`src/rtl/apb_harb_arbiter_if.sv`:
```
// rtl/apb_harb_arbiter_if.sv - arbiter-to-bridge AHB-style bus bundle
interface apb_harb_arbiter_if;
  logic        harb_apb_hsel;
  logic [31:0] harb_xx_haddr;
  logic        harb_xx_hwrite;
  logic [31:0] harb_xx_hwdata;
  logic        apb_harb_hready;
  logic [31:0] apb_harb_hrdata;
  logic [1:0]  apb_harb_hresp;

  // Arbiter side: issues the address phase and write data, consumes the response.
  modport master (
    output harb_apb_hsel,
    output harb_xx_haddr,
    output harb_xx_hwrite,
    output harb_xx_hwdata,
    input  apb_harb_hready,
    input  apb_harb_hrdata,
    input  apb_harb_hresp
  );

  // Bridge side.
  modport slave (
    input  harb_apb_hsel,
    input  harb_xx_haddr,
    input  harb_xx_hwrite,
    input  harb_xx_hwdata,
    output apb_harb_hready,
    output apb_harb_hrdata,
    output apb_harb_hresp
  );
endinterface

```
`src/rtl/apb_harb_arbiter.sv`:
```
// rtl/apb_harb_arbiter.sv - two-master round-robin arbiter and sequencer in front of the AHB-to-APB bridge
module apb_harb_arbiter #(
  parameter int TIMEOUT_CYC = 16,
  parameter int CNT_W       = 5
) (
  input  logic               hclk,
  input  logic               hrst_b,
  input  logic               m0_req,
  input  logic [31:0]        m0_addr,
  input  logic               m0_write,
  input  logic [31:0]        m0_wdata,
  output logic               m0_ack,
  output logic [31:0]        m0_rdata,
  output logic               m0_err,
  input  logic               m1_req,
  input  logic [31:0]        m1_addr,
  input  logic               m1_write,
  input  logic [31:0]        m1_wdata,
  output logic               m1_ack,
  output logic [31:0]        m1_rdata,
  output logic               m1_err,
  apb_harb_arbiter_if.master bus,
  output logic               arb_busy,
  output logic               arb_grant
);

  typedef enum logic [2:0] {
    IDLE  = 3'd0,
    ADDR  = 3'd1,
    DATA  = 3'd2,
    RESP  = 3'd3,
    DRAIN = 3'd4
  } state_t;

  state_t             state;
  logic               last_grant;
  logic [CNT_W-1:0]   cnt;
  logic               drain;

  logic               pick;
  logic [31:0]        pick_addr;
  logic               pick_write;
  logic [31:0]        pick_wdata;

  logic               timeout;
  logic               cpl;
  logic [31:0]        cpl_rdata;
  logic               cpl_err;

  // Round-robin choice: a lone requester wins, a tie goes to the master not served last.
  always_comb begin
    pick = m1_req;
    if (m0_req && m1_req) begin
      pick = ~last_grant;
    end
    pick_addr  = pick ? m1_addr  : m0_addr;
    pick_write = pick ? m1_write : m0_write;
    pick_wdata = pick ? m1_wdata : m0_wdata;
  end

  // Data-phase outcome: normal completion on hready, abort once the watchdog expires.
  always_comb begin
    timeout   = ~bus.apb_harb_hready && (cnt == CNT_W'(TIMEOUT_CYC - 1));
    cpl       = bus.apb_harb_hready || timeout;
    cpl_rdata = (bus.apb_harb_hready && !bus.harb_xx_hwrite) ? bus.apb_harb_hrdata : 32'h0;
    cpl_err   = bus.apb_harb_hready ? (bus.apb_harb_hresp != 2'b00) : 1'b1;
  end

  assign arb_busy = (state != IDLE);

  // Transfer sequencer: grant, one address phase, watched data phase, ack pulse, optional drain.
  always_ff @(posedge hclk) begin
    if (!hrst_b) begin
      state              <= IDLE;
      last_grant         <= 1'b1;
      arb_grant          <= 1'b0;
      cnt                <= '0;
      drain              <= 1'b0;
      bus.harb_apb_hsel  <= 1'b0;
      bus.harb_xx_haddr  <= 32'h0;
      bus.harb_xx_hwrite <= 1'b0;
      bus.harb_xx_hwdata <= 32'h0;
      m0_ack             <= 1'b0;
      m0_rdata           <= 32'h0;
      m0_err             <= 1'b0;
      m1_ack             <= 1'b0;
      m1_rdata           <= 32'h0;
      m1_err             <= 1'b0;
    end else begin
      case (state)
        IDLE: begin
          if (bus.apb_harb_hready && (m0_req || m1_req)) begin
            last_grant         <= pick;
            arb_grant          <= pick;
            bus.harb_xx_haddr  <= pick_addr;
            bus.harb_xx_hwrite <= pick_write;
            bus.harb_xx_hwdata <= pick_wdata;
            bus.harb_apb_hsel  <= 1'b1;
            state              <= ADDR;
          end
        end
        ADDR: begin
          bus.harb_apb_hsel <= 1'b0;
          cnt               <= '0;
          state             <= DATA;
        end
        DATA: begin
          if (cpl) begin
            if (arb_grant) begin
              m1_ack   <= 1'b1;
              m1_rdata <= cpl_rdata;
              m1_err   <= cpl_err;
            end else begin
              m0_ack   <= 1'b1;
              m0_rdata <= cpl_rdata;
              m0_err   <= cpl_err;
            end
            // An aborted transfer leaves the bridge mid-access; wait it out before re-granting.
            drain <= timeout;
            state <= RESP;
          end else begin
            cnt <= cnt + CNT_W'(1);
          end
        end
        RESP: begin
          m0_ack <= 1'b0;
          m1_ack <= 1'b0;
          drain  <= 1'b0;
          state  <= drain ? DRAIN : IDLE;
        end
        DRAIN: begin
          if (bus.apb_harb_hready) begin
            state <= IDLE;
          end
        end
        default: state <= IDLE;
      endcase
    end
  end

endmodule

```
`src/flat_wrapper.sv`:
```
// flat-port wrapper written by rule: the top's interface ports become plain ports
module apb_harb_arbiter_flat 
#(
  parameter int TIMEOUT_CYC = 16,
  parameter int CNT_W       = 5
)
  (hclk, hrst_b, m0_req, m0_addr, m0_write, m0_wdata, m0_ack, m0_rdata, m0_err, m1_req, m1_addr, m1_write, m1_wdata, m1_ack, m1_rdata, m1_err, arb_busy, arb_grant, bus_harb_apb_hsel, bus_harb_xx_haddr, bus_harb_xx_hwrite, bus_harb_xx_hwdata, bus_apb_harb_hready, bus_apb_harb_hrdata, bus_apb_harb_hresp);
  apb_harb_arbiter_if bus_i ();
  input  logic hclk;
  input  logic hrst_b;
  input  logic m0_req;
  input  logic [31:0] m0_addr;
  input  logic m0_write;
  input  logic [31:0] m0_wdata;
  output logic m0_ack;
  output logic [31:0] m0_rdata;
  output logic m0_err;
  input  logic m1_req;
  input  logic [31:0] m1_addr;
  input  logic m1_write;
  input  logic [31:0] m1_wdata;
  output logic m1_ack;
  output logic [31:0] m1_rdata;
  output logic m1_err;
  output logic arb_busy;
  output logic arb_grant;
  output wire logic [$bits(bus_i.harb_apb_hsel)-1:0] bus_harb_apb_hsel;
  output wire logic [$bits(bus_i.harb_xx_haddr)-1:0] bus_harb_xx_haddr;
  output wire logic [$bits(bus_i.harb_xx_hwrite)-1:0] bus_harb_xx_hwrite;
  output wire logic [$bits(bus_i.harb_xx_hwdata)-1:0] bus_harb_xx_hwdata;
  input wire logic [$bits(bus_i.apb_harb_hready)-1:0] bus_apb_harb_hready;
  input wire logic [$bits(bus_i.apb_harb_hrdata)-1:0] bus_apb_harb_hrdata;
  input wire logic [$bits(bus_i.apb_harb_hresp)-1:0] bus_apb_harb_hresp;
  assign bus_harb_apb_hsel = bus_i.harb_apb_hsel;
  assign bus_harb_xx_haddr = bus_i.harb_xx_haddr;
  assign bus_harb_xx_hwrite = bus_i.harb_xx_hwrite;
  assign bus_harb_xx_hwdata = bus_i.harb_xx_hwdata;
  assign bus_i.apb_harb_hready = bus_apb_harb_hready;
  assign bus_i.apb_harb_hrdata = bus_apb_harb_hrdata;
  assign bus_i.apb_harb_hresp = bus_apb_harb_hresp;
  apb_harb_arbiter #(.TIMEOUT_CYC(TIMEOUT_CYC), .CNT_W(CNT_W)) u_core (.hclk(hclk), .hrst_b(hrst_b), .m0_req(m0_req), .m0_addr(m0_addr), .m0_write(m0_write), .m0_wdata(m0_wdata), .m0_ack(m0_ack), .m0_rdata(m0_rdata), .m0_err(m0_err), .m1_req(m1_req), .m1_addr(m1_addr), .m1_write(m1_write), .m1_wdata(m1_wdata), .m1_ack(m1_ack), .m1_rdata(m1_rdata), .m1_err(m1_err), .bus(bus_i), .arb_busy(arb_busy), .arb_grant(arb_grant));
endmodule
```
`config.mk`:
```
export PLATFORM = sky130hd
export DESIGN_NAME = apb_harb_arbiter_flat
export DESIGN_NICKNAME = d
export VERILOG_FILES = /design/src/rtl/apb_harb_arbiter_if.sv /design/src/rtl/apb_harb_arbiter.sv /design/src/flat_wrapper.sv
export SDC_FILE = /design/constraint.sdc
export NUM_CORES = 1
export LEC_CHECK = 0
export CORE_MARGIN = 3
export CORE_UTILIZATION = 37
export CTS_CLUSTER_DIAMETER = 80
export CTS_CLUSTER_SIZE = 20
export DETAILED_ROUTE_END_ITERATION = 10
export GPL_TIMING_DRIVEN = 0
export PLACE_DENSITY = 0.75
export SYNTH_ARGS = -nofsm -noshare
export SYNTH_HDL_FRONTEND = slang
export SYNTH_SLANG_ARGS = --single-unit
```
`constraint.sdc`:
```
create_clock -name hclk -period 2.15 [get_ports hclk]
set_clock_uncertainty 0.2 [all_clocks]
set_input_delay 0.43 -clock hclk [delete_from_list [all_inputs] [get_ports hclk]]
set_output_delay 0.43 -clock hclk [all_outputs]
set_load 0.005 [all_outputs]
```
; ---- Word level (Yosys, flattened, before mapping)
; Index checks and enable logic that the tools add are counted.
[word_totals]
reg_bits = 145
input_bits = 169
out_inout_bits = 136
elab_cells = 75
[op_classes]
add_sub_neg = 1
n_eq_ne = 11
n_mux = 23
bitwise_logic = 3
n_reduce_logical = 22
[op_table]
columns = cell, n
row1 = $mux W32, 3
row2 = $pmux W3 S5, 1
row3 = $reduce_and A3 Y1, 5
row4 = $mux W3, 4
row5 = $pmux W5 S2, 1
row6 = $mux W1, 9
row7 = $pmux W1 S2, 4
row8 = $reduce_and A2 Y1, 4
row9 = $reduce_bool A2 Y1, 4
row10 = $eq A3 B2 Y1 const B, 2
row11 = $ne A2 B1 Y1 const B, 3
row12 = $ne A2 B2 Y1 const B, 3
row13 = $add A5 B1 Y5 const B, 1
row14 = $eq A5 B4 Y1 const B, 1
row15 = $mux W5, 1
row16 = $logic_and A1 B1 Y1, 4
row17 = $eq A3 B1 Y1 const B, 1
row18 = $eq A3 B3 Y1 const B, 1
row19 = $logic_not A3 Y1, 1
row20 = $not A1 Y1, 3
row21 = $reduce_bool A3 Y1, 1
row22 = $logic_or A1 B1 Y1, 2
row23 = $logic_not A1 Y1, 1

; ---- Depth between registers and ports, before layout
[logic_depth]
depth_word = 5
ltp_mapped = 8

; ---- Worst setup path before layout
; No wires, ideal clock.
[synth_path]
kind = reg2reg
startpoint = reg u_core.cnt[0]
endpoint = reg u_core.m1_rdata[10]
setup_time_ns = 0.072
arrival_time_ns = 1.760
setup_slack_ns = 0.119
stages_incl_launch_ff = 9
synth_period_minus_slack_ns = 2.031
path_cell_list = dfxtp_1 ha_1 and3_1 ha_1 nor2_4 nor4b_2 buf_2 buf_6 mux2i_1
[synth_between]
elab_chain_len = 4
[synth_lines]
columns = element, line
row1 = "start, declared", apb_harb_arbiter.sv:37  ; logic [CNT_W-1:0] cnt;
row2 = "start signal, assigned", apb_harb_arbiter.sv:122  ; cnt <= cnt + CNT_W'(1);
row3 = $eq A5 B4 Y1, apb_harb_arbiter.sv:63  ; timeout = ~bus.apb_harb_hready && (cnt == CNT_W'(TIMEOUT_CYC - 1));
row4 = $logic_and A1 B1 Y1, apb_harb_arbiter.sv:63
row5 = $logic_or A1 B1 Y1, apb_harb_arbiter.sv:64  ; cpl = bus.apb_harb_hready || timeout;
row6 = $reduce_and A3 Y1 (no line), n/a
row7 = "end signal, assigned", apb_harb_arbiter.sv:111  ; m1_rdata <= cpl_rdata;
row8 = "end, declared", apb_harb_arbiter.sv:20  ; output logic [31:0] m1_rdata,
; No other way between the ends.
; A chain may end at the register's enable or synchronous reset.

; ---- Worst setup path after layout
[layout_path]
startpoint = reg u_core.cnt[0]
endpoint = reg u_core.m1_rdata[11]
; The elaborated chain is that of the path after synthesis.

==> metrics.cfg <==
[finish]
post-route-util_pct = 63.2
final_common_cell = clkdlybuf4s50_1
fin_nets = 1203
drive_gt1_share_pct = 8.90
syn_to_final_growth_pct = 65.2
nFillCells = 1376
final_cell_mix = 302 x clkdlybuf4s50_1, 234 x nand2_1, 144 x dfxtp_1, 70 x a21oi_1, 67 x mux2i_1
final_cells = 1262

[die]
core_area_um2 = 16100
fp.dieW_um = 135
die_y_um = 135
ios = 305
initial_core_util_pct = 38.2
rows = 46
dieArea_um2 = 18200

[clock_network]
htree_levels = 4
cts_tree = yes
cts_root_buf = clkbuf_16
cts.sinks = 145
cts_hold_buf = 0
path_clk_slew_ns = 0.06
clk_latency_ns = 0.42
cts_inserted_buffers = 17
cts_buffer_depth = 2

[critical_path]
crit_arrival_ns = 2.18
cp_slowest_stage_delay_ns = 0.36
r2r_start = u_core.cnt[0]
path_buf_inv = 2
cp_top_family = simple AND/OR/NAND/NOR gates
r2r_cells = 8
r2r_end = u_core.m1_rdata[11]
path_cells = ha_2 -> and3_4 -> ha_4 -> nor2_4 -> nor4b_2 -> buf_4 -> buf_12 -> mux2i_1
critPathKind = flip-flop to flip-flop
rrSetupSlack_ns = 0.11
slowest_stage = dfxtp_2
required_ns = 2.29
start_kind = flip-flop
cp_max_fo = 10
end_kind = flip-flop

[logic_synthesis]
synthCells = 704
synth_area_um2 = 6140
ys_seq_area_share_pct = 47.3
synth_flop_cell = dfxtp_1
synth-seq-cells = 145
synth_cell_types = 47
synth_nets = 875
synthArstFlopShare_pct = 0
synth-edff-count = 0
synth_area_per_cell_um2 = 8.72
yosys_warnings = 0

[placement]
pre_cts_slack_ns = -0.323
hpwl_um = 16600
port_buffers = 303
routabilityCongestion = 0.840
placedCellCount = 1223

[global_route]
first_global_vias = 6224
grt_pass1_wl_um = 33000
grt_max_degree = 17
gr-usage-all-layers_pct = 23.1
overflow = 0
antenna_found_initial = 2

[sta]
worst_pin_slew_ns = 0.550
post-route-min-period_ns = 2.04
max_slew_margin_pct = 63.3
whs_ns = 0.194
tns_ns = 0
setup_ws_ns = 0.107
report.final.hold_viol_count = 0
maxSlewViolCount = 0
fmax_mhz = 489
setup_violations = 0
fin_crit_sh_pct = 95.0

[drt]
wl_per_cell_um = 17.4
drtIter0Drc = 248
antenna_left = 0
vias = 6468
viasPerCell = 5.13
routed_wl_um = 22000
drc = 0
dr.pass1.iters = 5

[worst_hold_path]
worst_hold_path.endpoint = u_core.state[0]
min_path_cells = 3
hp-class = input pin to flip-flop
worstHoldStart = bus_apb_harb_hready

[status]
status = complete, no violations

[power_and_ir_drop]
power.leakage_uw = 0.00365
ir_drop_uv = 539
power.density_nw_per_um2 = 690

[run]
maxCapViolations = 0

## worst max path at each step
stage | depth (start not counted) | slack [ns] | end | from
floorplan | 8 | 0.12 | u_core.m1_rdata[10] | u_core.cnt[0]
global placement | 6 | -0.30 | u_core.bus.harb_xx_hwdata[2] | m1_req
detailed placement | 6 | -0.32 | u_core.bus.harb_xx_hwdata[14] | m1_req
CTS | 8 | 0.04 | u_core.m1_rdata[13] | u_core.cnt[0]
global route | 8 | -0.005 | u_core.m0_rdata[7] | u_core.cnt[1]
finish | 8 | 0.11 | u_core.m1_rdata[11] | u_core.cnt[0]
## metal layers
layer	up-vias	GRT usage [%]	wire, µm
li1	3130	-	-
met1	3038	26.5	8760
met2	264	39.6	10600
met3	34	9.50	2140
met4	2	6.84	449
met5	-	0	13
## per-stage QoR
| step | total power [µW] | cell area [µm²] |
|---|---|---|
| 6_report | 7000 | 10100 |
| 5_1_grt | 7270 | 10100 |
| 4_1_cts | 7040 | 10000 |
| 3_5_place_dp | 4180 | 9450 |
| 3_3_place_gp | 4170 | 9450 |
| 2_1_floorplan | 3440 | 6140 |
## synth_stat cells, types with 2 or more instances
master / instances / area [µm²]
and3_1: 2 / 12.5
inv_2: 2 / 7.51
ha_1: 2 / 25.0
o21ai_0: 3 / 15.0
buf_2: 22 / 110
dfxtp_1: 145 / 2900
a21oi_1: 70 / 350
inv_1: 3 / 11.3
o21a_1: 3 / 22.5
nand3_1: 4 / 20.0
nor3_1: 3 / 15.0
a22oi_1: 2 / 15.0
mux2i_1: 67 / 671
nand2b_1: 3 / 18.8
buf_6: 6 / 67.6
nor2_1: 4 / 15.0
a311oi_1: 65 / 569
buf_4: 12 / 90.1
clkbuf_1: 25 / 93.8
nand2_1: 234 / 878
## cell type report
cell class,instances,area [µm²],share of cell area (%)
plain buffers,66,432,4.26
repair buffers,309,3080,30.3
multi-input cells,488,2880,28.3
clock inverters,11,105,1.04
clock buffers,21,460,4.54
flip-flops and latches,145,2900,28.6
inverters,5,18.8,0.185
well taps,216,270,2.66
diodes,1,2.50,0.0247
## cells by family (layout without fill, tap and decap cells)
group / after synthesis / in the layout / synth area share, %
buf+inv: 71 / 412 / 6.25
mux: 67 / 67 / 10.9
other cells: 0 / 1 / 0
compound gates: 154 / 154 / 17.2
simple gates: 265 / 265 / 17.9
fa+ha+maj: 2 / 2 / 0.407
flops: 145 / 145 / 47.3
## tightest hold or removal path: stages
cell and delay (ns):
buf_4 0.15, a21oi_1 0.13, nor3_1 0.06
## what timing repair did
action,CTS,global route
resized for setup,5,23
setup buffers,3,3
endpoints found under the setup margin,62,66
pin swaps,1,0
## state kept, by name, indices dropped and copies added, names as in the netlist, 3 cells and up
signal	flops
u_core.m0_rdata	32
u_core.bus.harb_xx_haddr	32
u_core.m1_rdata	32
u_core.cnt	5
u_core.bus.harb_xx_hwdata	32
u_core.state	3
## where the power goes
part           switching (µW)  internal [µW]
clock network            1210           1660
registers                74.8           2820
logic                     535            700
Note: power is estimated with default switching activity, not from simulation.
==> variant 1: new RTL, config.mk and constraints unchanged <==
Put one more register stage on the output `m1_err`, without a reset. The value now appears one clock later. The other outputs are not delayed to match.
--- a/src/rtl/apb_harb_arbiter.sv
+++ b/src/rtl/apb_harb_arbiter.sv
@@ -32,4 +32,6 @@
     DRAIN = 3'd4
   } state_t;
+
+  logic m1_err_s0;
 
   state_t             state;
@@ -86,5 +88,5 @@
       m1_ack             <= 1'b0;
       m1_rdata           <= 32'h0;
-      m1_err             <= 1'b0;
+      m1_err_s0          <= 1'b0;
     end else begin
       case (state)
@@ -110,5 +112,5 @@
               m1_ack   <= 1'b1;
               m1_rdata <= cpl_rdata;
-              m1_err   <= cpl_err;
+              m1_err_s0 <= cpl_err;
             end else begin
               m0_ack   <= 1'b1;
@@ -139,4 +141,8 @@
   end
 
+  always_ff @(posedge hclk) begin
+    m1_err <= m1_err_s0;
+  end
+
 endmodule
 
Behaviour: not the same (Yosys sat finds a counterexample within 4 cycles, from zero or initial values and one cycle with hrst_b low).
==> variant 1 against the original RTL <==
Wire length is 1.5% higher. Worst setup slack worse by 0.10 ns. Power grew 4.8%. Sequential cell count is 1 higher. Die area down 0.56%. First-iteration DRC count is 22% higher. Cell area rose by 0.73%. Global-route usage is 0.61 points higher. Area after synthesis down 0.59%.
==> variant 1: results (changes against the original RTL) <==
- Delay-heaviest family, CP: simple AND/OR/NAND/NOR gates
- Overall via count from detail_route: 6372 (-1.5%)
- Largest fanout of any net on the critical path: 10 (unchanged)
- Number of design-rule violations left by the first detailed-router iteration: 303 (+22%)
- Number of antenna violations at the first check in global routing: 0 (-2)
- Wire length of the first global-routing pass: 33800 µm (+2.6%)
- Clock transition at the registers of the reported paths: 0.06 ns (about the same)
- Top cell types by occurrence after synthesis: sky130_fd_sc_hd__nand2_1, sky130_fd_sc_hd__dfxtp_1, sky130_fd_sc_hd__a21oi_1
- Share of post-route cells with drive strength above 1: 0.0965 (+0.00753)
- Outcome: complete, no violations
- Diode count: 0 (-1)
- Distinct cells, synth: 44 (-6.4%)
- Number of standard cells after synthesis: 698 (-0.85%)
- Leading post-synthesis cells by cell area: sky130_fd_sc_hd__dfxtp_1, sky130_fd_sc_hd__nand2_1, sky130_fd_sc_hd__mux2i_1
- Delay of the slowest cell on the worst path: 0.60 ns (+0.24 ns)
- Average wire per standard cell: 17.8 µm (+2.3%)
- Origin of the worst min-delay path: bus_apb_harb_hready
- Filler cell count in the final layout: 1370 (-0.44%)
- H-tree depth: 4 (unchanged)
- Static leakage: 3.94 nW (+8.0%)
- Maximum resistive drop on vdd: 0.000549 V (+1.7%)
- Worst setup slack for register-to-register paths: 0.007 ns (-0.10 ns)
- Number of cells traversed by the worst hold path: 3 (unchanged)
- DP HPWL: 16800 µm (+0.92%)
- Slowest cell on the critical path: sky130_fd_sc_hd__or4b_4
- Total global routing track utilization: 0.237 (+0.00608)
- Number of port buffers: 302 (-0.33%)
- Synth warnings: 0 (unchanged)
- Syn Nets: 869 (-0.69%)
- Number of nets in the finished design: 1194 (-0.75%)
- Critical Path AT: 2.25 ns (+0.07 ns)
- CTS root buf: sky130_fd_sc_hd__clkbuf_16
- Clock latency at the later pin of the worst-skew pair: 0.42 ns (about the same)
- Sequential element share of the synthesized area: 0.479 (+0.00609)
- CTS Buffer Depth: 2 (unchanged)
- Hold-critical path endpoint: u_core.drain
- Start of the worst register-to-register path: u_core.cnt[1]
- Via count of the first global-routing pass: 6278 (+0.87%)
- Global placer's final weighted congestion: 0.840 (about the same)
- Async set-or-reset flop fraction in the synthesized netlist: 0 (unchanged)
- Number of buffers inserted during clock tree synthesis: 17 (unchanged)
- Type of the most critical hold path: in2reg
- Endpoint of the lowest-slack register-to-register path: u_core.m1_rdata[15]
- FF-to-FF path depth: 7 (-1)
- Pin count of the biggest net entering global routing: 17 (unchanged)
- Number of detailed-route iterations in the first pass: 5 (unchanged)
- Number of non-filler instances in the completed layout: 1252 (-0.79%)
- Worst-Margin Slew: 0.580 ns (+0.0300 ns)
## variant 1: cell count changes after synthesis, moves of 2 or more
cell                       before  now
sky130_fd_sc_hd__a21oi_1       70   68
sky130_fd_sc_hd__nand2_1      234  229
sky130_fd_sc_hd__or3_1          1    4
sky130_fd_sc_hd__buf_4         12    6
sky130_fd_sc_hd__nand3_1        4    1
sky130_fd_sc_hd__a31oi_1        1    6
sky130_fd_sc_hd__clkbuf_1      25   32
## variant 1: layout make-up
class                      instances  share of cell area
clock buffer                      22              0.0474
buffer                            66              0.0382
multi-input combinational        481               0.284
sequential                       146               0.287
timing repair buffer             307               0.301
clock inverter                    10              0.0142
tap                              216              0.0264
inverter                           4             0.00147
## variant 1: stage by stage
step / setup WS [ns] / cell area (µm²) / hold slack [ns]
floorplan: 0.00886 / 6110 / 0.131
global placement: -0.548 / 9400 / 0.134
detailed placement: -0.567 / 9400 / 0.137
CTS: 0.00699 / 10100 / 0.108
global route: -0.0372 / 10200 / 0.138
finish: 0.00692 / 10200 / 0.123
## variant 1: metal layers
layer / vias to the layer above / track usage / wire, µm
li1: 3099 / - / -
met1: 2988 / 0.276 / 8800
met2: 257 / 0.405 / 10900
met3: 28 / 0.0958 / 2160
met4: 0 / 0.0684 / 410
met5: - / 0 / 0
## variant 1: worst max-delay path by stage
stage,from,endpoint,slack (ns),cells past startpoint
final,u_core.cnt[1],u_core.m1_rdata[15],0.007,7
after global routing,u_core.cnt[1],u_core.m1_err_s0,-0.04,7
after global placement,m1_req,u_core.bus.harb_xx_haddr[25],-0.55,6
after CTS,u_core.cnt[0],u_core.m1_rdata[22],0.007,7
after floorplan,u_core.cnt[0],u_core.m1_rdata[10],0.009,8
after detailed placement,m1_req,u_core.bus.harb_xx_haddr[23],-0.57,6
## variant 1: what timing repair did
item / CTS / global route
hold buffers: 0 / 0
setup buffers: 1 / 3
cloned: 0 / 1
endpoints found under the hold margin: 0 / 0
endpoints found under the setup margin: 59 / 100
gates resized for setup: 16 / 41
pin swaps: 2 / 4
## variant 1: where the power goes
part           switching [W]  leakage (nW)  internal (W)
Combinational       0.000545          2.44      0.000717
Sequential         0.0000801          1.19       0.00284
Clock                0.00119         0.304       0.00196
## variant 1: cells by family (layout without fill, tap and decap cells)
group,count (synthesis),count (layout),synth area share
flops,146,146,0.479
compound gates,152,152,0.171
simple gates,259,259,0.177
fa+ha+maj,2,2,0.00410
buf+inv,71,409,0.0580
xor+xnor,1,1,0.00143
mux,67,67,0.110
==> variant 2: new RTL, same settings <==
Made on the original files. `CNT_W` is set to 5 in 2 places; all go to 10.
--- a/src/rtl/apb_harb_arbiter.sv
+++ b/src/rtl/apb_harb_arbiter.sv
@@ -2,5 +2,5 @@
 module apb_harb_arbiter #(
   parameter int TIMEOUT_CYC = 16,
-  parameter int CNT_W       = 5
+  parameter int CNT_W       = 10
 ) (
   input  logic               hclk,
--- a/src/flat_wrapper.sv
+++ b/src/flat_wrapper.sv
@@ -3,5 +3,5 @@
 #(
   parameter int TIMEOUT_CYC = 16,
-  parameter int CNT_W       = 5
+  parameter int CNT_W       = 10
 )
   (hclk, hrst_b, m0_req, m0_addr, m0_write, m0_wdata, m0_ack, m0_rdata, m0_err, m1_req, m1_addr, m1_write, m1_wdata, m1_ack, m1_rdata, m1_err, arb_busy, arb_grant, bus_harb_apb_hsel, bus_harb_xx_haddr, bus_harb_xx_hwrite, bus_harb_xx_hwdata, bus_apb_harb_hready, bus_apb_harb_hrdata, bus_apb_harb_hresp);
Check against the original RTL: same outputs for any inputs over 4 cycles, from zero or initial values and one cycle with hrst_b low; that may be too few to reach the edited logic, so the function may still have changed.
==> variant 2 against the original RTL <==
The run now ends with negative setup slack left. Sequential power is 5% higher. Area after synthesis is 2.6% higher. Critical path type unchanged. Cell area is 4.8% higher. Combinational power is 16% higher. Core utilization is 0.74 points higher. Highest routed layer unchanged. Count of clock-buffer cells in the layout is 4 lower. Wire length is 3.1% higher. Worst setup slack worse by 0.19 ns. Power is 8.5% higher. Sequential cell count is 5 higher.
==> variant 2: results (changes against the original RTL) <==
- Outcome: finished with violations
- Failing checks: negative setup slack
- Count of multi-input combinational gates: 454 (-7.0%)
- Multiplexer share of the synthesized area: 0.210 (+0.100)
- Via count of the first global-routing pass: 6296 (+1.2%)
- Met3 WL: 2360 µm (+10%)
- WL met1: 8630 µm (-1.5%)
- Signal buffers: 371 (-1.1%)
- Multi-input logic portion of the cell area: 0.294 (+0.0109)
- Number of failing setup endpoints in the final timing report: 56 (+56)
- Slowest cell on the critical path: sky130_fd_sc_hd__or4_4
- Maximum resistive drop on vdd: 0.000614 V (+14%)
- Critical Path AT: 2.37 ns (+0.19 ns)
- Final-layout clock-cell area share: 0.0580 (+0.00225)
- Vias per cell: 5.00 (-2.5%)
- DP HPWL: 16500 µm (-0.66%)
- Global placer's final weighted congestion: 0.834 (-0.75%)
- Number of detailed-route iterations in the first pass: 4 (-1)
- Final core occ: 0.639 (+0.00737)
- Worst setup margin: -0.0848 ns (-0.191 ns)
- Placement Setup Slack: -0.952 ns (-0.629 ns)
- Share of post-route cells with drive strength above 1: 0.105 (+0.0164)
- Static leakage: 4.31 nW (+18%)
- Distinct cells, synth: 44 (-6.4%)
- Delay of the slowest cell on the worst path: 0.56 ns (+0.20 ns)
- Share of synthesized cell area in full adder, half adder and majority cells: 0.00198 (-0.00209)
- Flip-flop and latch share of the layout cell area: 0.283 (-0.00359)
- Area occupied by registers: 3010 µm² (+3.5%)
- Diode count: 2 (+1)
- Post-synthesis compound-gate area fraction: 0.118 (-0.0544)
- Count of state elements after synthesis: 150 (+3.4%)
- Type of the most critical hold path: reg2reg
- Overall via count from detail_route: 6181 (-4.4%)
- Average wire per standard cell: 18.3 µm (+5.2%)
- Met2 track demand over resource in global routing: 0.403 (+0.00619)
- Filler cell count in the final layout: 1405 (+2.1%)
- Worst-Margin Slew: 0.631 ns (+0.0808 ns)
- Post-Route Setup TNS: -2.64 ns (-2.64 ns)
- Number of antenna violations at the first check in global routing: 3 (+1)
- Number of design-rule violations left by the first detailed-router iteration: 163 (-34%)
- Portion of the layout cell area used by non-clock buffers: 0.336 (-0.00999)
- Number of nets in the finished design: 1172 (-2.6%)
- Area overhead of the layout relative to synthesis: 68.7%
- Number of standard cells after synthesis: 663 (-5.8%)
- Syn Nets: 833 (-4.8%)
- Non-clk invs: 8 (+3)
- Global-route met1 utilization: 0.270 (+0.00492)
- Global routing usage on met3: 0.101 (+0.00573)
- Wire length of the first global-routing pass: 34100 µm (+3.5%)
- Wire length on met2: 11400 µm (+7.2%)
- Dpl cell area: 9630 µm² (+1.9%)
[variant 2: changes by cell type in the layout (fill, tap and decap cells not counted), moves of 4 or more]
cell	change
sky130_fd_sc_hd__a211oi_1	+64
sky130_fd_sc_hd__a21oi_1	-63
sky130_fd_sc_hd__a311oi_1	-63
sky130_fd_sc_hd__a31oi_1	+4
sky130_fd_sc_hd__buf_2	-16
sky130_fd_sc_hd__buf_4	-6
sky130_fd_sc_hd__buf_6	+10
sky130_fd_sc_hd__clkbuf_1	-7
sky130_fd_sc_hd__clkbuf_2	+12
sky130_fd_sc_hd__inv_1	+4
sky130_fd_sc_hd__mux2i_1	+65
sky130_fd_sc_hd__nand2_1	-124
sky130_fd_sc_hd__nor2_1	+69
[variant 2: final timing paths]
kind	startpoint	end	slack, ns	cells after the start
min	u_core.m0_rdata[14]	u_core.m0_rdata[14]	0.26	2
min reg2reg	u_core.m0_rdata[14]	u_core.m0_rdata[14]	0.26	2
max reg2reg	u_core.cnt[7]	u_core.m0_rdata[8]	-0.08	6
max	u_core.cnt[7]	u_core.m0_rdata[8]	-0.08	6
[variant 2: power by group]
| part | internal [W] | switching (W) | total [W] | leakage, nW |
|---|---|---|---|---|
| clock network | 0.00186 | 0.00127 | 0.00313 | 0.297 |
| logic | 0.000821 | 0.000614 | 0.00143 | 2.79 |
| registers | 0.00294 | 0.0000915 | 0.00303 | 1.22 |
| total | 0.00562 | 0.00198 | 0.00759 | 4.31 |
[variant 2: cell families after synthesis]
family / after synthesis
simple gates: 218
flops: 150
mux: 132
compound gates: 101
buf+inv: 60
xor+xnor: 1
fa+ha+maj: 1
[variant 2: repair_timing]
action	in CTS	in global routing
pin swaps	4	2
setup buffers	15	4
resized for setup	50	45
cloned	6	0
endpoints found under the setup margin	145	125
